<file path="config.mk">
export PLATFORM = sky130hd
export DESIGN_NAME = clock_ctrl
export DESIGN_NICKNAME = d
export VERILOG_FILES = /design/src/rtl/clock_ctrl_pkg.sv /design/src/rtl/clock_ctrl_cnt.sv /design/src/rtl/clock_ctrl.sv
export SDC_FILE = /design/constraint.sdc
export NUM_CORES = 1
export LEC_CHECK = 0
export CAP_MARGIN = 20
export CORE_UTILIZATION = 35
export DETAILED_ROUTE_END_ITERATION = 16
export PLACE_DENSITY = 0.59
export SETUP_SLACK_MARGIN = 0.05
export SYNTH_ARGS = -nofsm -noshare
export SYNTH_HDL_FRONTEND = slang
export SYNTH_SLANG_ARGS = --single-unit
</file>
<file path="constraint.sdc">
create_clock -name clk_in -period 3.8 [get_ports clk_in]
set_input_delay 0.76 -clock clk_in [delete_from_list [all_inputs] [get_ports clk_in]]
set_output_delay 0.76 -clock clk_in [all_outputs]
set_load 0.02 [all_outputs]
</file>
<file path="src/rtl/clock_ctrl_pkg.sv">
// Shared encodings and defaults for the clock_gen sequencer front-end.
package clock_ctrl_pkg;

  localparam logic [1:0] OP_HALT = 2'd0;
  localparam logic [1:0] OP_RUN  = 2'd1;
  localparam logic [1:0] OP_STEP = 2'd2;
  localparam logic [1:0] OP_CONF = 2'd3;

  localparam int GUARD_CYC_DEF  = 4;
  localparam int SETTLE_CYC_DEF = 8;

  typedef enum logic [2:0] {
    ST_IDLE   = 3'd0,
    ST_RUN    = 3'd1,
    ST_STEP   = 3'd2,
    ST_Q_PRE  = 3'd3,
    ST_SEL    = 3'd4,
    ST_CONF   = 3'd5,
    ST_SETTLE = 3'd6,
    ST_Q_POST = 3'd7
  } state_e;

  // Counters are loaded with (cycles - 1), so they only need to hold max-1.
  function automatic int cnt_width(input int a, input int b);
    int m;
    m = (a > b) ? a : b;
    return (m < 2) ? 1 : $clog2(m);
  endfunction

endpackage

</file>
<file path="src/rtl/clock_ctrl_cnt.sv">
// Loadable down-counter with zero flag; load wins over decrement, saturates at zero.
module clock_ctrl_cnt #(
  parameter int W = 16
) (
  input  logic         clk_i,
  input  logic         rst_i,
  input  logic         load_i,
  input  logic [W-1:0] load_val_i,
  input  logic         dec_en_i,
  output logic         zero_o
);

  logic [W-1:0] cnt_q, cnt_d;

  always_comb begin
    cnt_d = cnt_q;
    if (load_i) begin
      cnt_d = load_val_i;
    end else if (dec_en_i && (cnt_q != '0)) begin
      cnt_d = cnt_q - W'(1);
    end
  end

  always_ff @(posedge clk_i) begin
    if (rst_i) cnt_q <= '0;
    else       cnt_q <= cnt_d;
  end

  assign zero_o = (cnt_q == '0);

endmodule

</file>
<file path="src/rtl/clock_ctrl.sv">
// Command sequencer for clock_gen: run/halt/step of the debug clock, quiesced clock-select writes.
// Optional CLOCK_CTRL_EXT_RUN_EN: gate run_en with ext_run_en and count only enabled step cycles.
module clock_ctrl
  import clock_ctrl_pkg::*;
#(
  parameter int GUARD_CYC  = GUARD_CYC_DEF,
  parameter int STEP_W     = 16,
  parameter int SETTLE_CYC = SETTLE_CYC_DEF
) (
  input  logic        clk_in,
  input  logic        reset,
  input  logic        cmd_valid,
  output logic        cmd_ready,
  input  logic [1:0]  cmd_op,
  input  logic [31:0] cmd_data,
  input  logic        ext_run_en,
  output logic        run_en,
  output logic        wr_clk_sel,
  output logic        wr_conf,
  output logic [31:0] conf_data,
  output logic        busy,
  output logic        step_done
);

  localparam int GW = cnt_width(GUARD_CYC, SETTLE_CYC);

  state_e      state_q, state_d;
  logic        resume_run_q, resume_run_d;
  logic [31:0] conf_q, conf_d;
  logic        done_d;
  logic        run_en_q, wr_clk_sel_q, wr_conf_q, busy_q, cmd_ready_q, step_done_q;

  logic              step_ld, step_dec, step_zero, step_en;
  logic [STEP_W-1:0] step_val;
  logic              grd_ld, grd_dec, grd_zero;
  logic [GW-1:0]     grd_val;
  logic              accept;

`ifdef CLOCK_CTRL_EXT_RUN_EN
  assign step_en = ext_run_en;
  assign run_en  = run_en_q & ext_run_en;
`else
  // External qualifier has no effect in this build.
  assign step_en = 1'b1 | ext_run_en;
  assign run_en  = run_en_q;
`endif

  assign accept = cmd_valid & cmd_ready_q;

  always_comb begin
    state_d      = state_q;
    resume_run_d = resume_run_q;
    conf_d       = conf_q;
    done_d       = 1'b0;
    step_ld      = 1'b0;
    step_val     = cmd_data[STEP_W-1:0] - STEP_W'(1);
    step_dec     = 1'b0;
    grd_ld       = 1'b0;
    grd_val      = GW'(GUARD_CYC - 1);
    grd_dec      = 1'b0;

    case (state_q)
      ST_IDLE, ST_RUN: begin
        if (accept) begin
          case (cmd_op)
            OP_HALT: state_d = ST_IDLE;
            OP_RUN:  state_d = ST_RUN;
            OP_STEP: begin
              if (cmd_data[STEP_W-1:0] == '0) begin
                state_d = ST_IDLE;
                done_d  = 1'b1;
              end else begin
                state_d = ST_STEP;
                step_ld = 1'b1;
              end
            end
            default: begin
              state_d      = ST_Q_PRE;
              conf_d       = cmd_data;
              resume_run_d = (state_q == ST_RUN);
              grd_ld       = 1'b1;
            end
          endcase
        end
      end
      ST_STEP: begin
        step_dec = step_en;
        if (step_zero && step_en) begin
          state_d = ST_IDLE;
          done_d  = 1'b1;
        end
      end
      ST_Q_PRE: begin
        grd_dec = 1'b1;
        if (grd_zero) state_d = ST_SEL;
      end
      ST_SEL: state_d = ST_CONF;
      ST_CONF: begin
        state_d = ST_SETTLE;
        grd_ld  = 1'b1;
        grd_val = GW'(SETTLE_CYC - 1);
      end
      ST_SETTLE: begin
        grd_dec = 1'b1;
        if (grd_zero) begin
          state_d = ST_Q_POST;
          grd_ld  = 1'b1;
        end
      end
      ST_Q_POST: begin
        grd_dec = 1'b1;
        if (grd_zero) state_d = resume_run_q ? ST_RUN : ST_IDLE;
      end
      default: state_d = ST_IDLE;
    endcase
  end

  // Outputs are decoded from the next state so each appears one cycle after its cause.
  always_ff @(posedge clk_in) begin
    if (reset) begin
      state_q      <= ST_IDLE;
      resume_run_q <= 1'b0;
      conf_q       <= '0;
      run_en_q     <= 1'b0;
      wr_clk_sel_q <= 1'b0;
      wr_conf_q    <= 1'b0;
      busy_q       <= 1'b0;
      cmd_ready_q  <= 1'b1;
      step_done_q  <= 1'b0;
    end else begin
      state_q      <= state_d;
      resume_run_q <= resume_run_d;
      conf_q       <= conf_d;
      run_en_q     <= (state_d == ST_RUN) || (state_d == ST_STEP);
      wr_clk_sel_q <= (state_d == ST_SEL);
      wr_conf_q    <= (state_d == ST_CONF);
      busy_q       <= !((state_d == ST_IDLE) || (state_d == ST_RUN));
      cmd_ready_q  <= (state_d == ST_IDLE) || (state_d == ST_RUN);
      step_done_q  <= done_d;
    end
  end

  clock_ctrl_cnt #(.W(STEP_W)) u_step_cnt (
    .clk_i      (clk_in),
    .rst_i      (reset),
    .load_i     (step_ld),
    .load_val_i (step_val),
    .dec_en_i   (step_dec),
    .zero_o     (step_zero)
  );

  clock_ctrl_cnt #(.W(GW)) u_grd_cnt (
    .clk_i      (clk_in),
    .rst_i      (reset),
    .load_i     (grd_ld),
    .load_val_i (grd_val),
    .dec_en_i   (grd_dec),
    .zero_o     (grd_zero)
  );

  assign cmd_ready  = cmd_ready_q;
  assign wr_clk_sel = wr_clk_sel_q;
  assign wr_conf    = wr_conf_q;
  assign conf_data  = conf_q;
  assign busy       = busy_q;
  assign step_done  = step_done_q;

endmodule
</file>
==> impl_metrics.yaml <==
power:
  vdd_drop_max_mv: 0.280
  p_seq_share_pct: 31.3
  p_per_area_nw_per_um2: 641
  cellLeakagePower_nw: 1.49
  p_clk_share_pct: 21.5
  power.internal_w: 0.00160
  combPwrFrac_pct: 47.1
  power.switching_w: 0.00115
  total_power_w: 0.00275
  switching_share_pct: 41.8
final_layout:
  final_cell_mix: "nand2_1, clkdlybuf4s50_1, dfxtp_1"
  num-nets-final: 531
  syn2layout_area_growth_pct: 40.1
  final_common_cell: "nand2_1"
  utilization_pct: 51.4
  drive_gt1_share_pct: 14.1
  stdcell_area_sq_um: 4280
  antenna_cells: 0
critical_path:
  endpoint_kind: "flop"
  critPathKind: "primary input to flop"
  critical-path-slowest-cell: "or4_4"
  cpPeakStageDelay_ns: 0.58
  worst_ep_required_time_ns: 4.03
  path_max_fanout: 6
  regToRegStartpoint: "state_q[2]"
  timing.rr.end: "u_step_cnt.cnt_q[12]"
  startpoint_type: "primary input"
  rr_worst_depth: 10
  crit_start: "cmd_data[4]"
  crit_arrival_ns: 3.67
  worstPathCellList: "clkdlybuf4s50_1, or4_4, nor4_4, a21oi_2, mux2i_1, ha_1, nand3_1, or2_2, o311a_1, o21ai_1, a31oi_1"
  rrSetupSlack_ns: 0.89
  endpoint: "u_step_cnt.cnt_q[12]"
global_route:
  antenna_found_initial: 0
  grt_pass1_wl_mm: 14.9
  gr-total-overflow: 0
  grt_pass1_vias: 3074
  track_usage_pct: 21.6
  grt_max_degree: 35
synth:
  synth_area_per_cell_sq_um: 7.78
  synth_edf_count: 0
  ys_seq_area_share_pct: 39.9
  synth.ff_latch_count: 61
  synthCells: 393
  yosysWarnings: 0
  synth_flop_cell: "dfxtp_1"
  ys_types: 62
  synth_nets: 434
  async_flop_share_pct: 0
  syn-cell-area_sq_um: 3060
drt:
  firstDrtPassIters: 4
  wl_per_cell_microns: 15.2
  drc: 0
  via_per_inst: 5.31
  wirelength_mm: 9.11
  drt.antenna.violating_nets: 0
  dr.first_iter.drc_count: 210
  num_vias: 3187
timing:
  slew_headroom_pct: 53.7
  finalSetupViolations: 0
  skew_ns: 0.00996
  fin_ws_ns: 0.362
  fmax_ghz: 0.291
  rsz0062_at_grt: "false"
  final_hold_viol_count: 0
  period_share_pct: 90.5
  worstMarginPinSlew_ns: 0.692
  finalMaxSlewViolations: 0
  post-route-min-period_ns: 3.44
clock_network:
  clk_pin_slew_ns: 0.08
  cts_tree: "built"
  cts_buffers: 9
  clock-root-buffer: "clkbuf_8"
  cts_setup_buffers: 0
  cts_sinks: 61
  clock_latency_ns: 0.35
  clock_path_buffers: 2
  htree_levels: 3
run:
  maxCapViolations: 0
die:
  row_count: 33
  io_pins: 76
  dieHeight_microns: 95.5
  core_area_sq_um: 8340
  initial_core_util_pct: 36.7
  die_w_microns: 95.5
  die_area_sq_um: 9110
place:
  dp_hpwl_mm: 6.54
  port_buffers: 74
  post_dp_cell_area_sq_um: 4080
  place.gp.congestion: 0.883
  dp_slack_ns: -0.0485
run_status:
  status: "finished clean"
min_path:
  hold_path.class: "flop to flop"
==> layer usage <==
layer  vias up  GRT usage, %  routed length [microns]
met5         -             0                        0
met4         0          9.20                      227
met3        18          5.66                      569
met2        88          35.7                     4370
met1      1483          26.3                     3950
li1       1598             -                        -
==> final cells by class <==
| cell class | instances | area, sq um |
|---|---|---|
| Fill cell | 818 | 4060 |
| Timing Repair Buffer | 106 | 976 |
| Clock buffer | 9 | 124 |
| Sequential cell | 61 | 1220 |
| Multi-Input combinational cell | 306 | 1730 |
| Inverter | 6 | 22.5 |
| Tap cell | 105 | 131 |
| Clock inverter | 7 | 75.1 |
==> worst max-delay path: cells and delay by family <==
family / cells / cell delay, ns
adder cells (fa/ha/maj): 1 / 0.26
multiplexers: 1 / 0.21
buffers and inverters: 1 / 0.42
AO/OA/AOI/OAI: 4 / 0.71
AND/OR/NAND/NOR: 4 / 1.31
==> Yosys cell counts, drive strengths merged, types with 2 or more instances <==
cell / n / area [sq um]
nor2b: 2 / 12.5
nand3b: 4 / 30.0
mux2i: 4 / 40.0
o311ai: 3 / 26.3
nand2b: 5 / 31.3
o31a: 2 / 18.8
dfxtp: 61 / 1220
nand2: 85 / 319
and2: 4 / 25.0
or3: 8 / 55.1
o21ai: 19 / 110
a211oi: 3 / 22.5
a31oi: 9 / 56.3
nand4: 3 / 18.8
and4b: 2 / 20.0
xor2: 2 / 17.5
nor3: 10 / 50.1
a21oi: 59 / 299
xnor2: 6 / 52.6
nor2: 24 / 97.6
inv: 6 / 22.5
clkbuf: 17 / 63.8
buf: 3 / 23.8
or4: 2 / 22.5
ha: 3 / 37.5
nor4: 6 / 58.8
nand3: 10 / 50.1
nor3b: 3 / 27.5
o31ai: 3 / 22.5
or2: 6 / 37.5
==> how the worst min path moves through the flow <==
stage / from / endpoint / slack (ns) / cells past startpoint
after floorplan: resume_run_q / resume_run_q / 0.44 / 2
after global placement: conf_data[31] / conf_data[31] / 0.44 / 2
after detailed placement: conf_data[20] / conf_data[20] / 0.45 / 2
after CTS: conf_data[20] / conf_data[20] / 0.46 / 2
after global routing: conf_data[19] / conf_data[19] / 0.47 / 2
final: conf_data[20] / conf_data[20] / 0.45 / 2
==> power groups by stage <==
stage / clock, W / sequential [W] / combinational, W
2_1_floorplan: 0 / 0.000878 / 0.000821
3_3_place_gp: 0 / 0.000868 / 0.00127
3_5_place_dp: 0 / 0.000872 / 0.00128
4_1_cts: 0.000612 / 0.000859 / 0.00128
5_1_grt: 0.000632 / 0.000881 / 0.00142
6_report: 0.000591 / 0.000861 / 0.00130
==> per-stage QoR <==
step	hold WS, ns	instances	TNS, ns
2_1_floorplan	0.445	393	0
3_3_place_gp	0.442	584	-0.105
3_5_place_dp	0.446	584	-0.0754
4_1_cts	0.456	600	0
5_1_grt	0.472	600	0
6_report	0.452	600	0
==> flip-flops by register name, summed over array words and instances (netlist names) <==
signal	flops
conf_data	32
u_step_cnt.cnt_q	16
state_q	3
u_grd_cnt.cnt_q	3
busy	1
cmd_ready	1
resume_run_q	1
run_en	1
step_done	1
wr_clk_sel	1
wr_conf	1
==> kinds of logic after synthesis <==
| family | synth area share [%] |
|---|---|
| AOI/OAI and AO/OA | 22.5 |
| xor gates and xnor gates | 2.29 |
| muxes | 1.31 |
| and+or+nand+nor | 29.1 |
| adders and majority gates | 1.23 |
| DFF | 39.9 |
| buffers and inverters | 3.60 |
==> repair_timing <==
action	in CTS	in global routing
hold buffers	0	0
endpoints found under the setup margin	0	1
gates resized for setup	0	1
No activity file was read; power rests on OpenSTA's default activity.
==> RTL change (same flow settings) <==
The parameter `STEP_W` goes from 16 to 12.
--- a/src/rtl/clock_ctrl.sv
+++ b/src/rtl/clock_ctrl.sv
@@ -5,5 +5,5 @@
 #(
   parameter int GUARD_CYC  = GUARD_CYC_DEF,
-  parameter int STEP_W     = 16,
+  parameter int STEP_W     = 12,
   parameter int SETTLE_CYC = SETTLE_CYC_DEF
 ) (
Check against the original RTL: not equivalent (a bounded check fails within 4 cycles, from zero or initial values and one cycle with reset high).
==> RTL change against the original RTL <==
- cell area decreased by 8.0%
- synthesized area is 10% lower
- setup slack better by 84 ps
- wire length shrank 14%
- sequential cell count fell by 4
- largest cell class unchanged
- die area is 10% lower
- highest routed layer unchanged
- synthesized cell count down 11%
Power is not compared: it rests on default switching activity, and its combinational part moved more than twofold at a synthesized area within 25%.
==> RTL change: results (changes against the original RTL) <==
synthesis:
  syn_nets: 391  # was 434
  synth_area_leaders: "dfxtp_1 42%, nand2_1 11%, a21oi_1 8.2%"  # was dfxtp_1 40%, nand2_1 10%, a21oi_1 9.5%
  seq_area_frac_synth: 0.4161  # was 0.3993
  ys_types: 51  # was 62
  synthTopCellsByCount: "83 x nand2_1, 57 x dfxtp_1, 45 x a21oi_1"  # was 85 x nand2_1, 61 x dfxtp_1, 58 x a21oi_1
routing:
  drt_iter0_drc: 149  # was 210
  vias_per_cell: 5.041  # was 5.312
  avgRoutedWirePerCell_um: 14.48  # was 15.18 um
critical_path:
  rr_worst_depth: 11  # was 10
  crit_start: "cmd_op[0]"  # was cmd_data[4]
  crit_arrival_ps: 3630  # was 3670 ps
  crit_end: "u_step_cnt.cnt_q[10]$_SDFFE_PP0P_"  # was u_step_cnt.cnt_q[12]$_SDFFE_PP0P_
  slowest_stage: "or4b_4"  # was or4_4
place:
  hpwl_um: 5621  # was 6539 um
  place_ws_ps: 101.6  # was -48.45 ps
  gp_congestion: 0.9147  # was 0.8825
finish:
  fin_nets: 480  # was 531
  drive_gt1_frac: 0.1171  # was 0.1414
outcome:
  status: "completed"  # unchanged
global_route:
  use_met2: 0.3068  # was 0.3571
  use_met3: 0.03872  # was 0.05662
  grt_use_total: 0.1984  # was 0.2158
  gr-usage-met1: 0.2630  # was 0.2632
  grt_pass1_vias: 2572  # was 3074
  grt_max_degree: 45  # was 35
sta:
  fmax_ghz: 0.2981  # was 0.2908 GHz
  holdWs_ps: 453.5  # was 451.9 ps
min_path:
  hold_start: "conf_data[26]$_SDFFE_PP0P_"  # was conf_data[20]$_SDFFE_PP0P_
  worstHoldEndpoint: "conf_data[26]$_SDFFE_PP0P_"  # was conf_data[20]$_SDFFE_PP0P_
RTL change: changes by cell type after synthesis, sizes merged, moves of 4 or more:
cell	before	now
a21oi	59	46
a31oi	9	0
dfxtp	61	57
nand2b	5	0
nand3	10	5
nand3b	4	0
nor2	24	30
o21ai	19	12
RTL change: routing by layer:
| metal | vias up | part of all wire | wire length [um] |
|---|---|---|---|
| met5 | - | 0 | 0 |
| met4 | 0 | 0.018 | 138 |
| met1 | 1254 | 0.48 | 3755 |
| met2 | 72 | 0.46 | 3598 |
| li1 | 1398 | - | - |
| met3 | 13 | 0.047 | 370 |
RTL change: logic make-up (layout without fill, tap and decap cells):
family	after synthesis	in the layout	share of synthesized area
AOI/OAI and AO/OA	88	88	0.1975
muxes	4	4	0.01460
buffers and inverters	27	121	0.04562
DFF	57	57	0.4161
xor gates and xnor gates	13	13	0.04151
and+or+nand+nor	158	158	0.2710
adders and majority gates	3	3	0.01369
RTL change: final cells by class:
type / count / area (um^2)
repair buffers: 98 / 915.9
fillers: 714 / 3467
multi-input cells: 266 / 1483
clock buffers: 9 / 123.9
well taps: 99 / 123.9
inverters: 7 / 26.28
clock inverters: 7 / 127.6
flip-flops and latches: 57 / 1141
RTL change: stage by stage:
stage                     cell area (um^2)  total power, mW  std cells
final                                 3941            1.886        543
after global routing                  3941            1.983        543
after CTS                             3941            1.903        543
after detailed placement              3690            1.178        527
after global placement                3690            1.177        527
after floorplan                       2743           0.9891        350
RTL change: power groups by stage:
| stage | Combinational (mW) | Clock (mW) | Sequential [mW] |
|---|---|---|---|
| after floorplan | 0.278 | 0 | 0.711 |
| after global placement | 0.483 | 0 | 0.694 |
| after detailed placement | 0.483 | 0 | 0.695 |
| final | 0.488 | 0.717 | 0.682 |
| after global routing | 0.531 | 0.763 | 0.689 |
| after CTS | 0.486 | 0.735 | 0.681 |
